### src/rtl/ccff_chain_loader_if.sv
// Host-side byte handshake into the configuration chain loader.
// The host drives data_in/data_valid; the loader returns data_ready.
interface ccff_chain_loader_if;
    logic [7:0] data_in;
    logic       data_valid;
    logic       data_ready;

    modport master (output data_in, output data_valid, input  data_ready);
    modport slave  (input  data_in, input  data_valid, output data_ready);
endinterface

### src/rtl/ccff_chain_loader.sv
// Serialises host bytes MSB-first into a CHAIN_LEN-bit config chain; 1 bit per enabled cycle, >=1 cycle FETCH bubble per byte.
// Host is backpressured via data_ready (high only in FETCH); build with CCFF_LOADER_READBACK_EN to count ccff_tail readback mismatches.
module ccff_chain_loader #(
    parameter int CHAIN_LEN = 24,
    parameter int CNT_W     = 16
) (
    input  logic                 prog_clk,
    input  logic                 prog_reset_n,
    input  logic                 start,
    ccff_chain_loader_if.slave   host,
    output logic                 ccff_head,
    output logic                 ccff_clk_en,
    input  logic                 ccff_tail,
    output logic                 busy,
    output logic                 done,
    output logic [CNT_W-1:0]     mismatch_cnt
);

    typedef enum logic [1:0] {S_IDLE, S_FETCH, S_SHIFT, S_DONE} state_t;

    localparam logic [CNT_W-1:0] LEN = CNT_W'(CHAIN_LEN);

    state_t           r_state, w_state_nxt;
    logic [7:0]       r_shreg, w_shreg_nxt;
    logic [3:0]       r_sub,   w_sub_nxt;
    logic [CNT_W-1:0] r_bit_cnt, w_bit_cnt_nxt;
    logic             r_head, w_head_nxt;
    logic             r_en,   w_en_nxt;
    logic             r_busy, r_done;
    logic             w_pass_start;

    assign w_pass_start = start && ((r_state == S_IDLE) || (r_state == S_DONE));

    // Head/enable registers hold the bit being shifted *this* cycle, so they
    // are loaded on the edge that enters (or stays in) SHIFT.
    always_comb begin
        w_state_nxt   = r_state;
        w_shreg_nxt   = r_shreg;
        w_sub_nxt     = r_sub;
        w_bit_cnt_nxt = r_bit_cnt;
        w_head_nxt    = 1'b0;
        w_en_nxt      = 1'b0;
        case (r_state)
            S_IDLE, S_DONE: begin
                if (start) begin
                    w_state_nxt   = S_FETCH;
                    w_bit_cnt_nxt = '0;
                end
            end
            S_FETCH: begin
                if (host.data_valid) begin
                    w_state_nxt   = S_SHIFT;
                    w_head_nxt    = host.data_in[7];
                    w_shreg_nxt   = {host.data_in[6:0], 1'b0};
                    w_sub_nxt     = 4'd1;
                    w_bit_cnt_nxt = r_bit_cnt + CNT_W'(1);
                    w_en_nxt      = 1'b1;
                end
            end
            S_SHIFT: begin
                if (r_bit_cnt == LEN) begin
                    w_state_nxt = S_DONE;
                end else if (r_sub == 4'd8) begin
                    w_state_nxt = S_FETCH;
                end else begin
                    w_head_nxt    = r_shreg[7];
                    w_shreg_nxt   = {r_shreg[6:0], 1'b0};
                    w_sub_nxt     = r_sub + 4'd1;
                    w_bit_cnt_nxt = r_bit_cnt + CNT_W'(1);
                    w_en_nxt      = 1'b1;
                end
            end
            default: w_state_nxt = S_IDLE;
        endcase
    end

    always_ff @(posedge prog_clk or negedge prog_reset_n) begin
        if (!prog_reset_n) begin
            r_state   <= S_IDLE;
            r_shreg   <= '0;
            r_sub     <= '0;
            r_bit_cnt <= '0;
            r_head    <= 1'b0;
            r_en      <= 1'b0;
            r_busy    <= 1'b0;
            r_done    <= 1'b0;
        end else begin
            r_state   <= w_state_nxt;
            r_shreg   <= w_shreg_nxt;
            r_sub     <= w_sub_nxt;
            r_bit_cnt <= w_bit_cnt_nxt;
            r_head    <= w_head_nxt;
            r_en      <= w_en_nxt;
            r_busy    <= (w_state_nxt == S_FETCH) || (w_state_nxt == S_SHIFT);
            r_done    <= (w_state_nxt == S_DONE);
        end
    end

    assign host.data_ready = (r_state == S_FETCH);
    assign ccff_head       = r_head;
    assign ccff_clk_en     = r_en;
    assign busy            = r_busy;
    assign done            = r_done;

`ifdef CCFF_LOADER_READBACK_EN
    logic             r_prev_loaded;
    logic [CNT_W-1:0] r_mm_cnt;

    // A re-sent identical stream makes the tail bit equal the head bit at the same index.
    always_ff @(posedge prog_clk or negedge prog_reset_n) begin
        if (!prog_reset_n) begin
            r_prev_loaded <= 1'b0;
            r_mm_cnt      <= '0;
        end else begin
            if (w_pass_start) begin
                r_mm_cnt <= '0;
            end else if (r_en && r_prev_loaded && (r_head != ccff_tail) && (r_mm_cnt != '1)) begin
                r_mm_cnt <= r_mm_cnt + CNT_W'(1);
            end
            if ((r_state == S_SHIFT) && (w_state_nxt == S_DONE)) begin
                r_prev_loaded <= 1'b1;
            end
        end
    end

    assign mismatch_cnt = r_mm_cnt;
`else
    logic w_unused_tail;
    logic w_unused_start;
    assign w_unused_tail  = ccff_tail;
    assign w_unused_start = w_pass_start;
    assign mismatch_cnt   = '0;
`endif

endmodule

### src/flat_wrapper.sv
// flat-port wrapper written by rule: the top's interface ports become plain ports
module ccff_chain_loader_flat 
#(
    parameter int CHAIN_LEN = 24,
    parameter int CNT_W     = 16
)
  (prog_clk, prog_reset_n, start, ccff_head, ccff_clk_en, ccff_tail, busy, done, mismatch_cnt, host_data_in, host_data_valid, host_data_ready);
  ccff_chain_loader_if host_i ();
  input  logic prog_clk;
  input  logic prog_reset_n;
  input  logic start;
  output logic ccff_head;
  output logic ccff_clk_en;
  input  logic ccff_tail;
  output logic busy;
  output logic done;
  output logic [CNT_W-1:0] mismatch_cnt;
  input wire logic [$bits(host_i.data_in)-1:0] host_data_in;
  input wire logic [$bits(host_i.data_valid)-1:0] host_data_valid;
  output wire logic [$bits(host_i.data_ready)-1:0] host_data_ready;
  assign host_i.data_in = host_data_in;
  assign host_i.data_valid = host_data_valid;
  assign host_data_ready = host_i.data_ready;
  ccff_chain_loader #(.CHAIN_LEN(CHAIN_LEN), .CNT_W(CNT_W)) u_core (.prog_clk(prog_clk), .prog_reset_n(prog_reset_n), .start(start), .host(host_i), .ccff_head(ccff_head), .ccff_clk_en(ccff_clk_en), .ccff_tail(ccff_tail), .busy(busy), .done(done), .mismatch_cnt(mismatch_cnt));
endmodule
### config.mk
export PLATFORM = sky130hd
export DESIGN_NAME = ccff_chain_loader_flat
export DESIGN_NICKNAME = d
export VERILOG_FILES = /design/src/rtl/ccff_chain_loader_if.sv /design/src/rtl/ccff_chain_loader.sv /design/src/flat_wrapper.sv
export SDC_FILE = /design/constraint.sdc
export NUM_CORES = 1
export LEC_CHECK = 0
export CAP_MARGIN = 10
export CORE_MARGIN = 4
export CORE_UTILIZATION = 35
export CTS_CLUSTER_DIAMETER = 40
export DETAILED_ROUTE_END_ITERATION = 6
export PLACE_DENSITY = 0.67
export SYNTH_ARGS = -nofsm -noshare
export SYNTH_HDL_FRONTEND = slang
export SYNTH_SLANG_ARGS = --single-unit
export TNS_END_PERCENT = 50
### constraint.sdc
create_clock -name prog_clk -period 2.3 [get_ports prog_clk]
set_input_delay 0.23 -clock prog_clk [delete_from_list [all_inputs] [get_ports prog_clk]]
set_output_delay 0.23 -clock prog_clk [all_outputs]
set_load 0.005 [all_outputs]
### Yosys cells after proc, flatten, opt, wreduce, memory -nomap -nowiden

Index checks and enable logic that the tools add are counted.

| word-level totals | value |
|---|---|
| output and inout port bits | 21 |
| logic and storage cells | 54 |
| flip-flop bits (word level) | 34 |

| operators by class | value |
|---|---|
| multiplexer cells | 26 |
| add/sub/neg operators | 2 |
| equal/unequal tests | 12 |
| reduce and logical (&&, ||, !) cells | 6 |

Operators by type and width:

| kind | count |
|---|---|
| 2-to-1 mux 16 bit | 4 |
| one-hot mux 16 bit (3 select lines) | 1 |
| 2-to-1 mux 8 bit | 3 |
| adder 16 x 1 -> 16 bit, second input constant | 1 |
| equality test 16 x 5 -> 1 bit, second input constant | 1 |
| one-hot mux 8 bit (2 select lines) | 1 |
| 2-to-1 mux 4 bit | 3 |
| equality test 2 bit, second input constant | 4 |
| 2-to-1 mux 2 bit | 4 |
| != test 2 bit, second input constant | 4 |
| one-hot mux 4 bit (2 select lines) | 1 |
| AND reduction 4 bit | 2 |
| 2-to-1 mux 1 bit | 6 |
| one-hot mux 2 bit (3 select lines) | 1 |
| adder 4 x 1 -> 4 bit, second input constant | 1 |
| equality test 2 x 1 -> 1 bit, second input constant | 2 |
| equality test 4 bit, second input constant | 1 |
| one-hot mux 1 bit (2 select lines) | 2 |
| zero test 2 bit | 1 |
| nonzero test 2 bit | 1 |
| OR reduction 2 bit | 1 |
| logical OR 1 bit | 1 |

### Longest topological paths before layout

Gate-level depths: netlist (run 1).

| depth | value |
|---|---|
| word-level depth | 6 |
| depth in mapped cells | 8 |

### Worst setup path before layout (run 1)

No wires, ideal clock.

| path | value |
|---|---|
| path type | reg2reg |
| start point | reg u_core.r_state[0] |
| end point | reg u_core.r_busy (netlist: u_core.busy) |
| slack | 219 ps |
| arrival time | 1,955 ps |
| cell stages (with the launch flop) | 9 |
| period minus slack after synthesis | 2,081 ps |
| setup time | 126 ps |
| buffers on the path | 1 |
| path through | dfrtp_1 inv_1 ha_1 nor4b_1 and4_1 buf_4 o21bai_1 a221oi_1 ha_1 |

| on the way | value |
|---|---|
| word-level cells in the longest chain between the ends | 5 |

RTL lines:

| item | line | RTL |
|---|---|---|
| start: declaration | ccff_chain_loader.sv:23 | `state_t r_state, w_state_nxt;` |
| start signal: assignment | ccff_chain_loader.sv:88 | `r_state <= w_state_nxt;` |
| equality test 2 bit / zero test 2 bit (equally long branches) | - |  |
| OR reduction 2 bit | ccff_chain_loader.sv:43 | `case (r_state)` |
| one-hot mux 2 bit (3 select lines) * | ccff_chain_loader.sv:43 |  |
| named net u_core.w_state_nxt[1] | ccff_chain_loader.sv:23 |  |
| equality test 2 x 1 -> 1 bit / equality test 2 bit (equally long branches) | ccff_chain_loader.sv:94 | `r_busy <= (w_state_nxt == S_FETCH) \|\| (w_state_nxt == S_SHIFT);` |
| logical OR 1 bit * | ccff_chain_loader.sv:94 |  |
| end signal: assignment | ccff_chain_loader.sv:94 |  |
| end: declaration | ccff_chain_loader.sv:29 | `logic r_busy, r_done;` |

The timed path passes the listed nets; every way through them passes the cells marked *.
A chain may end at the register's enable or synchronous reset.

### Worst setup path in the final report (run 1)

Ends and elaborated chain as after synthesis.

==> reports/metrics.yaml, run 1 <==
global_route:
  grt_pass1_wl_mm: 8.81
  gr-total-overflow: 0
  grt_pass1_vias: 1788
  grt_max_degree: 34
  gr-usage-all-layers_pct: 14.4
  antenna_found_initial: 0
logic_synthesis:
  synth_top_area_share_pct: 36.4
  synthMostInstantiatedCell: "dfrtp_1"
  ys_seq_elements: 33
  synth_top_area_cell: "dfrtp_1"
  seq_area_frac_synth_pct: 36.4
  ys.flop_type: "dfrtp_1"
  synth_edf_count: 0
  yosys_warnings: 0
  synth_cell_types: 54
  synth_area_leaders: "dfrtp_1, buf_4, o21ai_0"
  synth_common_cells: "dfrtp_1, o21ai_0, nand2_1"
  synthesis.instances: 261
  synth_area_um2: 2270
  async_flop_share_pct: 100
  synth.avg_cell_area_um2: 8.70
clock_tree:
  clock-root-buffer: "clkbuf_8"
  cts_tree: "done"
  cts_buffer_depth: 2
  postCtsSetupRepairBufs: 0
  cts_buffers: 5
  worstSkewPairLatency_ps: 290
  cts.sinks: 33
  cts.htree.levels: 2
  path_clk_slew_ps: 80
  cts_hold_buffers: 0
  cts_resized: 0
detailed_routing:
  wl_per_cell_um: 14.4
  detail_route.vias_per_cell: 5.45
  vias: 1947
  drc: 0
  first_pass_iters: 4
  ant_nets: 0
  wirelength_mm: 5.14
  drtIter0Drc: 164
sta:
  slew-limit-headroom_pct: 54.0
  grt_setup_unrepaired: "false"
  finalSetupTns_ps: 0
  holdWs_ps: 338
  max_freq_ghz: 0.473
  tightest_slew_ps: 685
  period_minus_slack_ps: 2110
  drv_slew: 0
  finalCritPeriodShare_pct: 91.8
  setup_violations: 0
  finalHoldViolations: 0
  skew_ps: 11.5
critical_path:
  startpoint_type: "flip-flop"
  slowest_stage: "dfrtp_1"
  crit_buf_inv: 1
  crit_type: "flip-flop to flip-flop"
  crit_chain: "inv_1 > ha_1 > nor4b_1 > and4_1 > o21bai_1 > a221oi_1 > ha_1"
  crit_top_cell: "ha_1"
  max_stage_delay_ps: 440
  crit_family: "simple AND/OR/NAND/NOR gates"
  arrival_ps: 2290
  endpoint_kind: "flip-flop"
  cp_data_required_time_ps: 2480
  critPathMaxFanout: 6
run:
  drv_cap: 0
layout:
  syn2layout_area_growth_pct: 13.2
  antenna_cells: 0
  final_cell_count_no_fill: 357
  drive_gt1_share_pct: 12.1
  layout.nets: 299
  fin_util_pct: 40.7
placement:
  place_inst: 349
  place_hpwl_mm: 3.56
  gp_congestion: 0.824
  portBuffers: 16
floorplan:
  initial_core_util_pct: 36.0
  pin_count: 34
  rows: 29
  chipHeight_um: 88.6
  coreArea_um2: 6310
  die_w_um: 88.6
  fp.dieArea_um2: 7840
min_path:
  hp-class: "input pin to async pin"
power:
  power.internal_uw: 1480
  seqPwrFrac_pct: 36.3
  power.switching_uw: 988
  ir_drop_mv: 0.566
  swShare_pct: 40.0
  p_comb_share_pct: 45.9
  p_per_area_nw_per_um2: 960
  p_total_uw: 2470
  power_leakage_uw: 0.00105
  clkPwrFrac_pct: 17.8
outcome:
  status: "complete, no violations"
==> final timing paths <==
check | endpoint | slack [ps] | cells after the start | startpoint
setup / recovery | u_core.busy | 190 | 7 | u_core.r_state[0]
hold / removal | u_core.r_state[1] | 340 | 2 | prog_reset_n
setup reg to reg | u_core.busy | 190 | 7 | u_core.r_state[0]
hold reg to reg | u_core.r_shreg[5] | 520 | 1 | u_core.r_shreg[5]
max in group asynchronous | u_core.r_bit_cnt[13] | 1650 | 2 | prog_reset_n
min in group prog_clk | u_core.r_shreg[5] | 520 | 1 | u_core.r_shreg[5]
==> cell type report <==
class / count / area (µm²)
Sequential cell: 33 / 826
Clock inverter: 3 / 17.5
Tap cell: 77 / 96.3
Fill cell: 659 / 3740
Inverter: 8 / 30.0
Clock buffer: 5 / 68.8
Timing Repair Buffer: 29 / 258
Multi-Input combinational cell: 202 / 1270
==> power by group through the flow <==
stage | logic (µW) | registers, µW | clock network (µW)
6_report | 1130 | 896 | 441
5_1_grt | 1280 | 925 | 483
4_1_cts | 1140 | 890 | 453
3_5_place_dp | 1140 | 897 | 0
3_3_place_gp | 1110 | 896 | 0
2_1_floorplan | 835 | 855 | 0
==> stage by stage <==
| step | instance area, µm² | setup slack [ps] |
|---|---|---|
| finish | 2570 | 188 |
| global route | 2570 | 46.7 |
| CTS | 2570 | 185 |
| detailed placement | 2480 | 202 |
| global placement | 2480 | 247 |
| floorplan | 2330 | 219 |
==> worst reg2reg max path, cell delays in order (launching register included) <==
cell and delay (ps):
dfrtp_1 440, inv_1 80, ha_1 170, nor4b_1 310
and4_1 310, o21bai_1 80, a221oi_1 330, ha_1 290
==> layout by cell type, fill, tap and decap left out, types with 3 or more instances in the layout <==
cell type,Yosys,layout
o221a_2,5,5
nand2b_1,13,13
nor3b_1,3,3
dfrtp_1,33,33
or3_1,3,3
nor2_1,14,14
clkbuf_8,0,5
inv_1,8,8
clkdlybuf4s50_1,0,16
buf_4,17,13
nor4_1,4,4
o211ai_1,5,5
nor2b_1,4,4
nand4_1,5,5
nor3_1,7,7
nand3_1,13,13
conb_1,1,16
nand2_1,20,20
and3_1,3,3
a21oi_1,6,6
a221o_1,3,3
and4_1,3,3
o21ai_0,22,22
o221ai_1,3,3
ha_1,7,7
nand3b_1,8,8
==> metal layers <==
| metal | up-vias | share of wire [%] | global-route usage [%] |
|---|---|---|---|
| met1 | 938 | 52 | 20.8 |
| met5 | - | 0 | 0 |
| li1 | 967 | - | - |
| met4 | 0 | 1.5 | 5.08 |
| met2 | 36 | 43 | 20.8 |
| met3 | 6 | 3.4 | 3.45 |
==> registers in the layout (all words and copies together) (netlist names) <==
register,flops
u_core.r_bit_cnt,16
u_core.r_sub,4
u_core.ccff_clk_en,1
u_core.done,1
u_core.r_state,2
u_core.ccff_head,1
u_core.r_shreg,7
u_core.busy,1
==> kinds of logic after synthesis <==
family                     count (synthesis)  synth area share (%)
AOI/OAI and AO/OA                         63                  19.6
adders and majority gates                  7                  3.86
buffers and inverters                     41                  9.97
DFF                                       33                  36.4
other                                      1                 0.165
and+or+nand+nor                          116                  30.1
Power figures use the tool's default switching activity.
==> run 2, diff against run 1 <==
--- a/config.mk
+++ b/config.mk
@@ -10,6 +10,7 @@
 export CORE_UTILIZATION = 35
 export CTS_CLUSTER_DIAMETER = 40
 export DETAILED_ROUTE_END_ITERATION = 6
+export HOLD_SLACK_MARGIN = 0.12
 export PLACE_DENSITY = 0.67
 export SYNTH_ARGS = -nofsm -noshare
 export SYNTH_HDL_FRONTEND = slang
==> constraint.sdc (replaced) <==
create_clock -name prog_clk -period 2.3 [get_ports prog_clk]
set_input_delay 0.46 -clock prog_clk [delete_from_list [all_inputs] [get_ports prog_clk]]
set_output_delay 0.46 -clock prog_clk [all_outputs]
set_load 0.005 [all_outputs]
==> reports/metrics.yaml, run 2 (same netlist as run 1, synthesis figures left out) <==
critical_path:
  crit_chain: "inv_1 > ha_1 > buf_4 > clkdlybuf4s50_1"
  cp_data_required_time_ps: 1840
  critPathMaxFanout: 19
  endpoint_kind: "output port"
  slowest_stage: "clkdlybuf4s50_1"
  crit_type: "flip-flop to output port"
  max_stage_delay_ps: 540
  crit_buf_inv: 3
  arrival_ps: 1690
  crit_family: "buffers and inverters"
  startpoint_type: "flip-flop"
clock_tree:
  cts_resized: 0
  cts_buffer_depth: 2
  cts_tree: "done"
  clock-root-buffer: "clkbuf_8"
  postCtsSetupRepairBufs: 0
  cts.sinks: 33
  cts_buffers: 5
  cts.htree.levels: 2
  cts_hold_buffers: 0
  path_clk_slew_ps: 80
  worstSkewPairLatency_ps: 290
global_route:
  gr-usage-all-layers_pct: 14.8
  antenna_found_initial: 0
  grt_pass1_wl_mm: 9.08
  gr-total-overflow: 0
  grt_pass1_vias: 1922
  grt_max_degree: 34
detailed_routing:
  detail_route.vias_per_cell: 5.41
  first_pass_iters: 4
  drtIter0Drc: 140
  vias: 1952
  wl_per_cell_um: 14.6
  ant_nets: 0
  wirelength_mm: 5.26
  drc: 0
sta:
  finalSetupTns_ps: 0
  skew_ps: 5.48
  slew-limit-headroom_pct: 55.4
  finalHoldViolations: 0
  grt_setup_unrepaired: "false"
  max_freq_ghz: 0.465
  holdWs_ps: 520
  tightest_slew_ps: 665
  drv_slew: 0
  finalCritPeriodShare_pct: 93.4
  setup_violations: 0
  period_minus_slack_ps: 2150
power:
  p_total_uw: 2720
  seqPwrFrac_pct: 32.3
  power_leakage_uw: 0.00110
  swShare_pct: 36.7
  p_comb_share_pct: 43.2
  power.switching_uw: 998
  ir_drop_mv: 0.560
  power.internal_uw: 1720
  p_per_area_nw_per_um2: 1030
  clkPwrFrac_pct: 24.5
layout:
  layout.nets: 303
  most-common-layout-cells: "dfrtp_1, o21ai_0, nand2_1, buf_4"
  largest_register_ffs: 16
  fillers: 614
  drive_gt1_share_pct: 13.4
  top_register: "u_core.r_bit_cnt"
  antenna_cells: 0
  top_regs: "u_core.r_bit_cnt x16, u_core.r_shreg x7, u_core.r_sub x4"
  syn2layout_area_growth_pct: 16.6
  final_common_cell: "dfrtp_1"
floorplan:
  initial_core_util_pct: 36.0
  die_w_um: 88.6
  rows: 29
  pin_count: 34
  chipHeight_um: 88.6
  fp.dieArea_um2: 7840
  coreArea_um2: 6310
outcome:
  status: "complete, no violations"
placement:
  portBuffers: 16
  gp_congestion: 0.779
  place_hpwl_mm: 3.57
run:
  drv_cap: 0
min_path:
  hp-class: "flip-flop to flip-flop"
## run 2: worst paths after layout
| check | startpoint | to | slack, ps | cells after the start |
|---|---|---|---|---|
| hold reg to reg | u_core.r_shreg[5] | u_core.r_shreg[5] | 520 | 1 |
| setup reg to reg | u_core.r_state[0] | u_core.busy | 160 | 7 |
| max in group asynchronous | prog_reset_n | u_core.r_sub[2] | 1410 | 2 |
| hold / removal | u_core.r_shreg[5] | u_core.r_shreg[5] | 520 | 1 |
| setup / recovery | u_core.r_state[1] | host_data_ready | 150 | 4 |
| min in group asynchronous | prog_reset_n | u_core.r_bit_cnt[10] | 570 | 2 |
## run 2: layout make-up
type,count,area (µm²),share of cell area [%]
clock inverter,3,65.1,2.46
timing repair buffer,33,288,10.9
clock buffer,5,68.8,2.60
multi-input combinational,202,1270,48.1
inverter,8,30.0,1.13
sequential,33,826,31.2
tap,77,96.3,3.64
## run 2: per-layer routing
metal / routed length [µm] / vias up / part of all wire (%) / GRT usage [%]
li1: - / 970 / - / -
met1: 2470 / 909 / 47 / 19.9
met2: 2350 / 62 / 45 / 22.1
met3: 324 / 11 / 6.2 / 3.54
met4: 115 / 0 / 2.2 / 7.83
met5: 0 / - / 0 / 0
## run 2: through the flow
step                      cell area [µm²]  util, %  std cells  setup WS, ps
final                                2650     42.0        361           151
after global routing                 2650     42.0        361          8.92
after CTS                            2650     42.0        361           132
after detailed placement             2510     39.8        353           152
after global placement               2510     39.8        353           157
after floorplan                      2330        -        276           219
## run 2: worst register-to-register path: stages, from the launching register on
cell and delay, ps:
dfrtp_1 440, inv_1 80, ha_1 190, nor4b_1 290
and4_1 300, o21bai_1 80, a221oi_1 350, ha_1 290
## run 2: power by group through the flow
stage | Combinational (µW) | Clock, µW | Sequential, µW
global placement | 1140 | 0 | 884
detailed placement | 1180 | 0 | 885
global route | 1340 | 702 | 907
floorplan | 835 | 0 | 855
CTS | 1180 | 674 | 877
finish | 1180 | 666 | 879
